<file path="config.mk">
export PLATFORM = sky130hd
export DESIGN_NAME = ex3_to_bcd_serial_flat
export DESIGN_NICKNAME = d
export VERILOG_FILES = /design/src/rtl/ex3_to_bcd_serial_if.sv /design/src/rtl/ex3_to_bcd_serial.sv /design/src/flat_wrapper.sv
export SDC_FILE = /design/constraint.sdc
export NUM_CORES = 1
export LEC_CHECK = 0
export ABC_AREA = 1
export CAP_MARGIN = 30
export CORE_MARGIN = 5
export CORE_UTILIZATION = 53
export DETAILED_ROUTE_END_ITERATION = 8
export HOLD_SLACK_MARGIN = 0.02
export PLACE_DENSITY = 0.82
export REMOVE_ABC_BUFFERS = 1
export SLEW_MARGIN = 10
export SYNTH_ARGS = -nofsm -noshare
export SYNTH_HDL_FRONTEND = slang
export SYNTH_SLANG_ARGS = --single-unit
</file>
<file path="constraint.sdc">
create_clock -name CLK -period 3.7 [get_ports CLK]
set_input_delay 0.74 -clock CLK [delete_from_list [all_inputs] [get_ports CLK]]
set_output_delay 0.74 -clock CLK [all_outputs]
set_load 0.02 [all_outputs]
</file>
<file path="src/rtl/ex3_to_bcd_serial_if.sv">
// Serial Excess-3 link plus decoded-digit outputs of the Excess-3 to BCD decoder.
interface ex3_to_bcd_serial_if;
  logic       En;        // bit strobe
  logic       X;         // serial Excess-3 bit, LSB first
  logic       S;         // decoded BCD bit (Mealy)
  logic       V;         // invalid-code flag on the 4th bit (Mealy)
  logic [3:0] Digit;     // last completed BCD digit
  logic       Done;      // one-cycle pulse per completed digit
  logic       DErr;      // invalid flag of the digit just completed
  logic       WordDone;  // one-cycle pulse per completed word
  logic       Err;       // sticky invalid flag for the current/last word

  modport master (
    output En, X,
    input  S, V, Digit, Done, DErr, WordDone, Err
  );

  modport slave (
    input  En, X,
    output S, V, Digit, Done, DErr, WordDone, Err
  );
endinterface

</file>
<file path="src/rtl/ex3_to_bcd_serial.sv">
// Bit-serial Excess-3 to BCD decoder. Subtracts 0011 from each LSB-first digit
// with a running borrow, emits every decoded bit combinationally, and registers
// the completed digit plus per-digit and per-word error flags on the falling edge.
module ex3_to_bcd_serial #(
  parameter int NDIG = 1  // digits per word, 1..8
) (
  input logic                 CLK,
  input logic                 ClrN,
  ex3_to_bcd_serial_if.slave  bus
);

  localparam int DCW = (NDIG > 1) ? $clog2(NDIG) : 1;
  localparam logic [DCW-1:0] DC_LAST = DCW'(NDIG - 1);

  // Registered state
  logic [1:0]     bc_q, bc_d;            // bit index within the digit
  logic [DCW-1:0] dc_q, dc_d;            // digit index within the word
  logic           borrow_q, borrow_d;
  logic [2:0]     in_sh_q, in_sh_d;      // raw Excess-3 bits received so far
  logic [2:0]     out_sh_q, out_sh_d;    // decoded BCD bits produced so far
  logic [3:0]     digit_q, digit_d;
  logic           done_q, done_d;
  logic           derr_q, derr_d;
  logic           word_done_q, word_done_d;
  logic           err_q, err_d;

  // Bit-level datapath
  logic       sub_k;
  logic       s_bit;
  logic       b_next;
  logic       last_bit;
  logic [3:0] code;
  logic       v_bit;

  // Serial subtract of 0011: subtrahend is 1 on bits 0 and 1 only.
  always_comb begin
    sub_k    = ~bc_q[1];
    last_bit = (bc_q == 2'd3);
    s_bit    = bus.En & (bus.X ^ sub_k ^ borrow_q);
    b_next   = (~bus.X & (sub_k | borrow_q)) | (sub_k & borrow_q);
    code     = {bus.X, in_sh_q};
    v_bit    = bus.En & last_bit & ((code < 4'd3) | (code > 4'd12));
  end

  assign bus.S        = s_bit;
  assign bus.V        = v_bit;
  assign bus.Digit    = digit_q;
  assign bus.Done     = done_q;
  assign bus.DErr     = derr_q;
  assign bus.WordDone = word_done_q;
  assign bus.Err      = err_q;

  // Next-state: accumulate bits, then close out the digit and word on bit 3.
  always_comb begin
    // NOTE: every _d gets a default before any branch, so no path leaves one unassigned and infers a latch.
    bc_d        = bc_q;
    dc_d        = dc_q;
    borrow_d    = borrow_q;
    in_sh_d     = in_sh_q;
    out_sh_d    = out_sh_q;
    digit_d     = digit_q;
    err_d       = err_q;
    done_d      = 1'b0;
    derr_d      = 1'b0;
    word_done_d = 1'b0;

    if (bus.En) begin
      if (!last_bit) begin
        for (int i = 0; i < 3; i++) begin
          if (bc_q == 2'(i)) begin
            in_sh_d[i]  = bus.X;
            out_sh_d[i] = s_bit;
          end
        end
        borrow_d = b_next;
        bc_d     = bc_q + 2'd1;
      end else begin
        digit_d  = v_bit ? 4'hF : {s_bit, out_sh_q};
        done_d   = 1'b1;
        derr_d   = v_bit;
        bc_d     = 2'd0;
        borrow_d = 1'b0;
        if (dc_q == DC_LAST) begin
          dc_d        = '0;
          word_done_d = 1'b1;
        end else begin
          dc_d = dc_q + DCW'(1);
        end
        // First digit of a word restarts the error window.
        err_d = (dc_q == '0) ? v_bit : (err_q | v_bit);
      end
    end
  end

  // State register: falling-edge update, asynchronous active-low clear.
  always_ff @(negedge CLK or negedge ClrN) begin
    if (!ClrN) begin
      bc_q        <= 2'd0;
      dc_q        <= '0;
      borrow_q    <= 1'b0;
      in_sh_q     <= 3'd0;
      out_sh_q    <= 3'd0;
      digit_q     <= 4'd0;
      done_q      <= 1'b0;
      derr_q      <= 1'b0;
      word_done_q <= 1'b0;
      err_q       <= 1'b0;
    end else begin
      // NOTE: non-blocking so every flop samples the values from before this edge.
      bc_q        <= bc_d;
      dc_q        <= dc_d;
      borrow_q    <= borrow_d;
      in_sh_q     <= in_sh_d;
      out_sh_q    <= out_sh_d;
      digit_q     <= digit_d;
      done_q      <= done_d;
      derr_q      <= derr_d;
      word_done_q <= word_done_d;
      err_q       <= err_d;
    end
  end

endmodule

</file>
<file path="src/flat_wrapper.sv">
// flat-port wrapper written by rule: the top's interface ports become plain ports
module ex3_to_bcd_serial_flat 
#(
  parameter int NDIG = 1                          
)
  (CLK, ClrN, bus_En, bus_X, bus_S, bus_V, bus_Digit, bus_Done, bus_DErr, bus_WordDone, bus_Err);
  ex3_to_bcd_serial_if bus_i ();
  input logic CLK;
  input logic ClrN;
  input wire logic [$bits(bus_i.En)-1:0] bus_En;
  input wire logic [$bits(bus_i.X)-1:0] bus_X;
  output wire logic [$bits(bus_i.S)-1:0] bus_S;
  output wire logic [$bits(bus_i.V)-1:0] bus_V;
  output wire logic [$bits(bus_i.Digit)-1:0] bus_Digit;
  output wire logic [$bits(bus_i.Done)-1:0] bus_Done;
  output wire logic [$bits(bus_i.DErr)-1:0] bus_DErr;
  output wire logic [$bits(bus_i.WordDone)-1:0] bus_WordDone;
  output wire logic [$bits(bus_i.Err)-1:0] bus_Err;
  assign bus_i.En = bus_En;
  assign bus_i.X = bus_X;
  assign bus_S = bus_i.S;
  assign bus_V = bus_i.V;
  assign bus_Digit = bus_i.Digit;
  assign bus_Done = bus_i.Done;
  assign bus_DErr = bus_i.DErr;
  assign bus_WordDone = bus_i.WordDone;
  assign bus_Err = bus_i.Err;
  ex3_to_bcd_serial #(.NDIG(NDIG)) u_core (.CLK(CLK), .ClrN(ClrN), .bus(bus_i));
endmodule
</file>
# Word level (Yosys, flattened, before mapping)
# Cells that the tools add are included.
# word_totals
reg_bits,18
latch_bits,0
mem_bits_rw,0
romBits,0
word_cells,52
n_memories,0
# classes
n_addsub,2
n_mul,0
div,0
magnitude_cmp,2
n_eq_ne,3
shifts,0
mux,12
bitwise,14
n_reduce_logical,5
# op_table
cell,n
$mux 1,10
$reduce_and 3->1,3
$and 1x1->1,5
$eq 2x2->1 const B,2
$gt 4x4->1 const B,1
$lt 4x2->1 const B,1
$mux 4,1
$or 1x1->1,4
$not 1->1,3
$add 2x1->2 const B,1
$eq 2x1->1 const B,1
$logic_not 2->1,1
$mux 2,1
$reduce_and 2->1,1
$xor 1x1->1,2
$add 1x1->1 const B,1

# Depth between registers and ports, before layout
# logic_depth
depth_word,5
depth_mapped,6
depth_no_buf,6

==> reports/results.ini <==
[clocking]
clk_pin_slew_worst_paths_ns=0.07
cts-root-buf=clkbuf_4
insertion_delay_ns=0.29
cts_tree=done
cts_buffer_depth=2
cts_inserted_buffers=3
htreeDepth=1
cts_num_sinks=16

[placed_design]
post-place-cells=131
pre_cts_ws_ns=-0.533
gp_congestion=0.724
dp_hpwl_um=1290
numPortBuffers=13

[yosys]
synth_cell_type_count=15
yosys-top-cells-area=dfrtn_1, nand2_1, inv_1, ha_1, o21ai_1
yosysTopAreaCell=dfrtn_1
synth.top_cell.area_share=0.519
synth-seq-cells=16
syn_inst=89
syn-cell-area_um2=772
syn_area_per_cell_um2=8.67
yosys_warnings=0
ys_seq_area_frac=0.519

[layout]
final.fill_count=81
ff_latch_area_um2=400
fin_cells=140
diodes=0
multiInputGateArea_um2=324
layout-drive-gt1-share=0.344
area_growth_pct=45.4
final_nets=135

[floorplan]
die_h_um=48.2
die_w_um=48.2
num_rows=13
start_util=0.579
floorplan.core_area_mm2=0.00133
io_pins=14
die_area_mm2=0.00232

[global_route]
grt_busiest_layer=met2
grt_pass1_wl_um=3210
grt_start_max_net_pins=17
grt_pass1_vias=747
antenna_found_initial=0
grt_use_met3=0.0221
track_usage=0.209
use_met1=0.222
use_met2=0.375
gr-total-overflow=0

[critical_path]
crit_fanout=2
crit_path_end_kind=output pin
path_class=flip-flop to output pin
cp.arrival_ns=3.33
cp.required_ns=2.96
startpoint_type=flip-flop

[outcome]
status=finished with violations
violations=negative setup slack

[sta]
slew_headroom=0.848
setup_slack_ns=-0.367
rsz0062_at_grt=yes
worst_pin_slew_ns=0.229
setup_viol=2
slew_viol_final=0
hold_viol_final=0
skew_ns=0.00277
fin_tns_setup_ns=-0.729

[detailed_routing]
initialDrtViolationCount=10
routedWlPerCell_um=15.3
dr.pass1.iters=4
vias=743
ant_nets=0
drt-total-wl_um=2140
drc_errors=0
vias_per_cell=5.31

[pwr]
p_leak_uw=0.000645
powerDensity_mw_per_mm2=811
vdd_drop_max_v=0.000487

[hold_path]
hold_class=flip-flop to flip-flop

[job]
drv_cap=0

[final timing paths]
check / slack (ns) / cells after the start / to / start
setup / recovery: -0.37 / 8 / bus_V / u_core.bc_q[1]
hold / removal: 0.46 / 2 / u_core.out_sh_q[2] / u_core.out_sh_q[2]
setup reg to reg: 1.98 / 9 / u_core.out_sh_q[0] / u_core.bc_q[1]
hold reg to reg: 0.46 / 2 / u_core.out_sh_q[2] / u_core.out_sh_q[2]
max in group asynchronous: 0.99 / 2 / u_core.bc_q[0] / ClrN
min in group asynchronous: 2.50 / 2 / u_core.bus.Digit[1] / ClrN
[repair_timing]
item	CTS	global route
hold buffers	0	0
endpoints found under the setup margin	14	9
gates resized for setup	28	9
buffers inserted	2	4
pin swaps	1	0
endpoints found under the hold margin	0	0
[report_power, final]
| group | internal, uW | total (uW) | switching (uW) |
|---|---|---|---|
| sequential | 255 | 303 | 48.2 |
| combinational | 229 | 487 | 259 |
| clock | 60.0 | 119 | 59.2 |
| total | 544 | 910 | 366 |
[state kept, by name, indices dropped and copies added (netlist names)]
signal            flops
u_core.bc_q           2
u_core.borrow_q       1
u_core.bus.DErr       1
u_core.bus.Digit      4
u_core.bus.Done       1
u_core.bus.Err        1
u_core.in_sh_q        3
u_core.out_sh_q       3
[routing by layer]
layer / vias to the layer above / part of all wire
met1: 364 / 0.40
li1: 338 / -
met4: 0 / 0.028
met5: - / 0
met2: 34 / 0.52
met3: 7 / 0.052
[cell usage in the layout, fill, tap and decap left out]
cell             count
nor2_4               1
inv_2                4
or2_2                4
dlygate4sd2_1        7
inv_4                1
clkbuf_2             1
nand2_2              3
o22ai_1              1
ha_4                 1
clkdlybuf4s50_1      2
buf_4               19
o21ai_0              2
o21ai_1              6
nor2_1               5
nand3_1              4
nand2_1             21
buf_6                3
clkbuf_8             1
clkbuf_4             3
dfrtn_1             16
inv_1               13
clkdlybuf4s15_1      1
nand2_4              2
ha_1                 3
fa_1                 1
[worst max-delay path, cell delays in order, from the launching register on]
cell,delay (ns)
dfrtn_1,0.47
buf_4,0.14
buf_6,0.09
ha_4,0.14
nand2_4,0.06
inv_4,0.07
nand2_4,0.05
inv_2,0.06
buf_6,0.11
[metrics by stage]
stage / hold WS (ns) / utilization / instance area, um^2 / power [uW]
floorplan: 0.420 / - / 764 / 521
global placement: 0.427 / 0.769 / 1030 / 695
detailed placement: 0.440 / 0.769 / 1030 / 722
CTS: 0.442 / 0.821 / 1090 / 859
global route: 0.500 / 0.841 / 1120 / 981
finish: 0.463 / 0.841 / 1120 / 910
[synthesized netlist by cell type]
cell     instances
nor2_1           5
inv_2            2
o22ai_1          1
nand2_4          1
inv_1           16
o21ai_0          2
dfrtn_1         16
buf_4            1
o21ai_1          6
nor2_4           1
fa_1             1
or2_2            4
nand2_1         25
ha_1             4
nand3_1          4
[final cells by class]
type / count / share of cell area
flip-flops and latches: 16 / 0.357
multi-input cells: 54 / 0.289
repair buffers: 33 / 0.243
inverters: 18 / 0.0624
clock buffers: 4 / 0.0323
well taps: 15 / 0.0167
[logic make-up (layout without fill, tap and decap cells)]
logic type	after synthesis	count (layout)	synth area share
flip-flops	16	16	0.519
AO/OA/AOI/OAI	9	9	0.0600
AND/OR/NAND/NOR	40	40	0.233
adder cells (fa/ha/maj)	5	5	0.0908
buffers and inverters	19	55	0.0973
Power figures use the tool's default switching activity.
